`config.mk`:
```
export PLATFORM = sky130hd
export DESIGN_NAME = calc_result_formatter_flat
export DESIGN_NICKNAME = d
export VERILOG_FILES = /design/src/rtl/calc_result_formatter_if.sv /design/src/rtl/calc_result_formatter.sv /design/src/flat_wrapper.sv
export SDC_FILE = /design/constraint.sdc
export NUM_CORES = 1
export LEC_CHECK = 0
export CELL_PAD_IN_SITES_DETAIL_PLACEMENT = 1
export CELL_PAD_IN_SITES_GLOBAL_PLACEMENT = 2
export CORE_UTILIZATION = 35
export CTS_CLUSTER_SIZE = 10
export DETAILED_ROUTE_END_ITERATION = 7
export GPL_ROUTABILITY_DRIVEN = 0
export PLACE_DENSITY = 0.81
export SLEW_MARGIN = 20
export SYNTH_ARGS = -nofsm -noshare
export SYNTH_HDL_FRONTEND = slang
export SYNTH_SLANG_ARGS = --single-unit
```
`constraint.sdc`:
```
create_clock -name clk -period 3.1 [get_ports clk]
set_input_delay 0.93 -clock clk [delete_from_list [all_inputs] [get_ports clk]]
set_output_delay 0.93 -clock clk [all_outputs]
set_load 0.03 [all_outputs]
```
`src/rtl/calc_result_formatter_if.sv`:
```
// Result-in / ASCII-byte-out bus of the calculator result formatter.
// The slave modport is the formatter; the master modport is the surrounding system.
interface calc_result_formatter_if;
  logic signed [31:0] calc_res;
  logic               calc_done;
  logic        [7:0]  tx_data;
  logic               tx_valid;
  logic               tx_ready;
  logic               busy;
  logic               format_done;

  modport master (
    output calc_res, calc_done, tx_ready,
    input  tx_data, tx_valid, busy, format_done
  );

  modport slave (
    input  calc_res, calc_done, tx_ready,
    output tx_data, tx_valid, busy, format_done
  );
endinterface

```
`src/rtl/calc_result_formatter.sv`:
```
// Converts a signed 32-bit calculator result to ASCII decimal using serial double-dabble.
// Streams the result over a valid/ready byte interface, optionally terminated with CR LF.
module calc_result_formatter #(
  parameter int unsigned TERM_CRLF = 1
) (
  input  logic                   clk,
  input  logic                   rst,
  calc_result_formatter_if.slave io
);

  typedef enum logic [2:0] {
    S_IDLE, S_CONV, S_SIGN, S_DIGIT, S_CR, S_LF, S_DONE
  } state_e;

  state_e      state_q, state_d;
  logic        neg_q, neg_d;
  logic [31:0] mag_q, mag_d;
  logic [39:0] bcd_q, bcd_d;
  logic [4:0]  cnt_q, cnt_d;
  logic [3:0]  idx_q, idx_d;
  logic [71:0] dd_shift;
  logic [3:0]  cur_nib;
  logic [7:0]  tx_data;
  logic        tx_valid;

  function automatic logic [39:0] dabble_adj(input logic [39:0] b);
    logic [39:0] r;
    r = b;
    for (int i = 0; i < 10; i++) begin
      if (b[i*4 +: 4] >= 4'd5) r[i*4 +: 4] = b[i*4 +: 4] + 4'd3;
    end
    return r;
  endfunction

  // Index of the most-significant nonzero digit; 0 when the value is zero.
  function automatic logic [3:0] msd_index(input logic [39:0] b);
    logic [3:0] idx;
    idx = 4'd0;
    for (int i = 0; i < 10; i++) begin
      if (b[i*4 +: 4] != 4'd0) idx = 4'(i);
    end
    return idx;
  endfunction

  assign cur_nib = bcd_q[{idx_q, 2'b00} +: 4];

  always_comb begin
    state_d  = state_q;
    neg_d    = neg_q;
    mag_d    = mag_q;
    bcd_d    = bcd_q;
    cnt_d    = cnt_q;
    idx_d    = idx_q;
    dd_shift = {dabble_adj(bcd_q), mag_q} << 1;
    tx_data  = 8'h00;
    tx_valid = 1'b0;
    case (state_q)
      S_IDLE: begin
        if (io.calc_done) begin
          neg_d   = io.calc_res[31];
          mag_d   = io.calc_res[31] ? (~io.calc_res + 32'd1) : io.calc_res;
          bcd_d   = 40'd0;
          cnt_d   = 5'd0;
          state_d = S_CONV;
        end
      end
      S_CONV: begin
        bcd_d = dd_shift[71:32];
        mag_d = dd_shift[31:0];
        cnt_d = cnt_q + 5'd1;
        if (cnt_q == 5'd31) begin
          // The digit index is taken from the final BCD value being loaded this edge.
          idx_d   = msd_index(dd_shift[71:32]);
          state_d = neg_q ? S_SIGN : S_DIGIT;
        end
      end
      S_SIGN: begin
        tx_valid = 1'b1;
        tx_data  = 8'h2D;
        if (io.tx_ready) state_d = S_DIGIT;
      end
      S_DIGIT: begin
        tx_valid = 1'b1;
        tx_data  = 8'h30 + {4'h0, cur_nib};
        if (io.tx_ready) begin
          if (idx_q == 4'd0) state_d = (TERM_CRLF != 0) ? S_CR : S_DONE;
          else               idx_d   = idx_q - 4'd1;
        end
      end
      S_CR: begin
        tx_valid = 1'b1;
        tx_data  = 8'h0D;
        if (io.tx_ready) state_d = S_LF;
      end
      S_LF: begin
        tx_valid = 1'b1;
        tx_data  = 8'h0A;
        if (io.tx_ready) state_d = S_DONE;
      end
      S_DONE:  state_d = S_IDLE;
      default: state_d = S_IDLE;
    endcase
  end

  always_ff @(posedge clk) begin
    if (rst) begin
      state_q <= S_IDLE;
      bcd_q   <= 40'd0;
    end else begin
      state_q <= state_d;
      bcd_q   <= bcd_d;
    end
  end

  always_ff @(posedge clk) begin
    neg_q <= neg_d;
    mag_q <= mag_d;
    cnt_q <= cnt_d;
    idx_q <= idx_d;
  end

  assign io.tx_data     = tx_data;
  assign io.tx_valid    = tx_valid;
  assign io.busy        = (state_q != S_IDLE);
  assign io.format_done = (state_q == S_DONE);

endmodule

```
`src/flat_wrapper.sv`:
```
// flat-port wrapper written by rule: the top's interface ports become plain ports
module calc_result_formatter_flat 
#(
  parameter int unsigned TERM_CRLF = 1
)
  (clk, rst, io_calc_res, io_calc_done, io_tx_ready, io_tx_data, io_tx_valid, io_busy, io_format_done);
  calc_result_formatter_if io_i ();
  input  logic clk;
  input  logic rst;
  input wire logic [$bits(io_i.calc_res)-1:0] io_calc_res;
  input wire logic [$bits(io_i.calc_done)-1:0] io_calc_done;
  input wire logic [$bits(io_i.tx_ready)-1:0] io_tx_ready;
  output wire logic [$bits(io_i.tx_data)-1:0] io_tx_data;
  output wire logic [$bits(io_i.tx_valid)-1:0] io_tx_valid;
  output wire logic [$bits(io_i.busy)-1:0] io_busy;
  output wire logic [$bits(io_i.format_done)-1:0] io_format_done;
  assign io_i.calc_res = io_calc_res;
  assign io_i.calc_done = io_calc_done;
  assign io_i.tx_ready = io_tx_ready;
  assign io_tx_data = io_i.tx_data;
  assign io_tx_valid = io_i.tx_valid;
  assign io_busy = io_i.busy;
  assign io_format_done = io_i.format_done;
  calc_result_formatter #(.TERM_CRLF(TERM_CRLF)) u_core (.clk(clk), .rst(rst), .io(io_i));
endmodule
```
==> run_results.csv <==
group,metric,value,unit
sta,max_freq,322,MHz
final_layout,nets,791,
place,dp_cells,932,
route,ant_nets,0,
place,numPortBuffers,44,
power_and_ir_drop,p_sw,1.51,mW
synth,synth.largest_area_cell,"edfxtp_1",
power_and_ir_drop,internal-power,2.56,mW
power_and_ir_drop,swShare,0.371,
global_route,grtUsageTotal,0.192,
floorplan,io_pins,47,
final_layout,syn_to_final_growth,22.5,%
clock_network,cts_tree,"built",
route,drc,0,
setup_path,crit_path_cell_trace,"buf_4 > buf_4 > mux4_2 > mux2i_2 > o221ai_1 > nand2_1 > nand2_1 > buf_2",
synth,synth_area_per_cell,8.62,sq um
synth,yosysSeqAreaShare,0.375,
sta,hold_slack,0.510,ns
sta,rsz0062_at_grt,"yes",
global_route,grt_max_degree,72,
power_and_ir_drop,comb_power_share,0.322,
setup_path,crit_buf_inv,3,
final_layout,final_cell_mix,"68 x nor2_1, 63 x nand2_1, 57 x buf_4",
final_layout,stdcell_count,952,
synth,syn-cell-area,5660,sq um
setup_path,cp_num_cells,8,
synth,synth_flop_cell,"dfxtp_1",
min_path,hold_depth,2,
setup_path,cp_max_fo,3,
setup_path,ff2ff_path_depth,8,
clock_network,cts-root-buf,"clkbuf_16",
run,max-cap-violations,0,
setup_path,critPathLaunchType,"register",
floorplan,die-area,16700,sq um
clock_network,path_clk_slew,0.07,ns
synth,synth_edf_count,42,
clock_network,htreeDepth,3,
power_and_ir_drop,max-vdd-ir-drop,0.580,mV
final_layout,layout_commonest_cell,"nor2_1",
min_path,min_path_type,"reg -> reg",
setup_path,crit_arrival,2.18,ns
synth,synthTopCellsByArea,"edfxtp_1 22%, dfxtp_1 15%, ha_1 5.3%, a21oi_1 4.9%, o21ai_0 4.8%",
final_layout,antennaDiodeCount,0,
sta,hold_viol,0,
route,wirelength,15.0,mm
setup_path,crit_required,2.17,ns
clock_network,clock_sinks,85,
route,drt_iter0_drc,179,
sta,setup_slack,-0.00691,ns
setup_path,crit_type,"reg -> out",
power_and_ir_drop,p_clk_frac,0.257,
floorplan,start_util,0.358,
sta,min_period_over_period,1.00,
route,drtPass1Iterations,6,
synth,ys_async_sr_fraction,0,
setup_path,crit_path_end_kind,"primary output",
power_and_ir_drop,power_frac_seq,0.422,
clock_network,clk_path_buf_depth,2,
synth,yosysTopAreaCellShare,0.223,
floorplan,die_w,129,microns
route,vias,5062,
clock_network,cts_made_buffers,9,
setup_path,path_delay_family,"multiplexers",
sta,tightest_slew,0.773,ns
clock_network,clk_latency,0.35,ns
sta,setup_viol,1,
sta,timing.final.crit_period,3.11,ns
place,placed_cell_area,6620,sq um
power_and_ir_drop,cellLeakagePower,2.63,nW
global_route,antenna_found_initial,0,
final_layout,drive_gt1_frac,0.141,
synth,ys_ff_latch,85,
global_route,grt_first_pass_wirelength,25.1,mm
place,dp_hpwl,10.9,mm
sta,skew,0.00892,ns
clock_network,cts_hold_buf,0,
run_status,outcome,"finished with violations",
synth,yosysWarnings,0,
run_status,violations,"negative setup slack",
floorplan,rows,46,
final_layout,num-fill-cells,1855,
synth,ys_types,59,
final_layout,final_area,6930,sq um
power_and_ir_drop,power_density,588,nW/um^2
setup_path,cpMaxStageDelayCell,"mux4_2",
floorplan,core,15800,sq um
route,routedWlPerCell,15.8,microns
synth,syn_inst,657,
sta,final_max_slew_viol_count,0,
setup_path,crit_path_max_incr_delay,0.43,ns
global_route,grt_pass1_vias,5192,
route,via_per_inst,5.32,
floorplan,fp.dieH,129,microns
global_route,overflow,0,
sta,slew_headroom,0.485,
==> Yosys cell counts, types with 2 or more instances <==
cell	n
a22oi_1	6
or3b_2	3
xor2_1	28
or4_1	3
ha_1	24
inv_1	34
nor3_1	9
a21o_1	3
nor2b_1	2
mux2_2	2
a21oi_1	55
nand2_1	64
o41ai_1	3
or2_2	2
nand2b_1	16
clkbuf_1	28
nor4_4	2
buf_2	2
buf_4	3
nand4_1	4
o31ai_1	8
a211oi_1	3
nand3b_1	2
o21ai_0	54
dfxtp_1	43
mux2i_1	16
xnor2_1	16
and3_1	5
nor2_1	69
o41ai_2	2
or4b_1	2
nor3b_1	15
a211o_1	3
a31oi_1	17
o22ai_1	7
buf_1	5
edfxtp_1	42
mux4_2	8
or3_1	4
nand3_1	22
a221o_1	2
o21ai_1	2
==> kinds of logic (layout without fill, tap and decap cells) <==
group | after synthesis | in the layout | synth area share
and+or+nand+nor | 232 | 232 | 0.207
AOI/OAI and AO/OA | 173 | 173 | 0.182
DFF | 85 | 85 | 0.375
buffers and inverters | 72 | 150 | 0.0502
xor gates and xnor gates | 44 | 44 | 0.0681
muxes | 26 | 26 | 0.0641
adders and majority gates | 24 | 24 | 0.0530
other | 1 | 2 | 0.000662
==> worst min-delay path, cell delays in order (launching register included) <==
cell and delay [ns]:
dfxtp_1 0.33, nand3_1 0.07, a21oi_1 0.06
==> metrics by stage <==
| stage | setup TNS, ns | setup slack (ns) | utilization | power, mW |
|---|---|---|---|---|
| 6_report | -0.00691 | -0.00691 | 0.438 | 4.08 |
| 2_1_floorplan | 0 | 0.119 | - | 2.57 |
| 4_1_cts | 0 | 0.00631 | 0.437 | 4.14 |
| 3_3_place_gp | -1.08 | -0.181 | 0.418 | 3.04 |
| 5_1_grt | -0.140 | -0.0947 | 0.438 | 4.33 |
| 3_5_place_dp | -1.72 | -0.210 | 0.418 | 3.09 |
==> flip-flops by register name, indices dropped and copies added (netlist names) <==
register / flops
u_core.idx_q: 4
u_core.bcd_q: 40
u_core.state_q: 3
u_core.cnt_q: 5
u_core.neg_q: 1
u_core.mag_q: 32
==> area by class of cell <==
type | instances | area [sq um] | share of cell area
Inverter | 34 | 128 | 0.0184
Sequential cell | 85 | 2120 | 0.306
Clock inverter | 7 | 57.6 | 0.00830
Multi-Input combinational cell | 501 | 3280 | 0.473
Timing Repair Buffer | 100 | 848 | 0.122
Tap cell | 216 | 270 | 0.0390
Clock buffer | 9 | 225 | 0.0325
==> path summary, 6_finish.rpt <==
check / start / endpoint / slack, ns
worst max-delay path: u_core.idx_q[0] / io_tx_data[3] / -0.007
worst min-delay path: u_core.bcd_q[37] / u_core.bcd_q[37] / 0.51
worst max register to register: u_core.bcd_q[13] / u_core.idx_q[1] / 0.40
worst min register to register: u_core.bcd_q[37] / u_core.bcd_q[37] / 0.51
==> what timing repair did <==
| action | CTS | global route |
|---|---|---|
| setup buffers | 2 | 2 |
| pin swaps | 0 | 7 |
| gates resized for setup | 12 | 8 |
| endpoints found under the setup margin | 4 | 4 |
==> metal layers <==
metal / track usage / part of all wire / vias to the layer above
met3: 0.0372 / 0.030 / 21
met4: 0.0609 / 0.018 / 0
met1: 0.216 / 0.43 / 2461
li1: - / - / 2502
met2: 0.363 / 0.53 / 78
met5: 0 / 0 / -
==> power groups by stage <==
stage               clock, mW  combinational [mW]  sequential [mW]
floorplan                   0               0.874             1.70
global placement            0                1.31             1.74
detailed placement          0                1.35             1.75
CTS                      1.08                1.34             1.72
global route             1.11                1.46             1.75
finish                   1.05                1.31             1.72
Note: power is estimated with default switching activity, not from simulation.
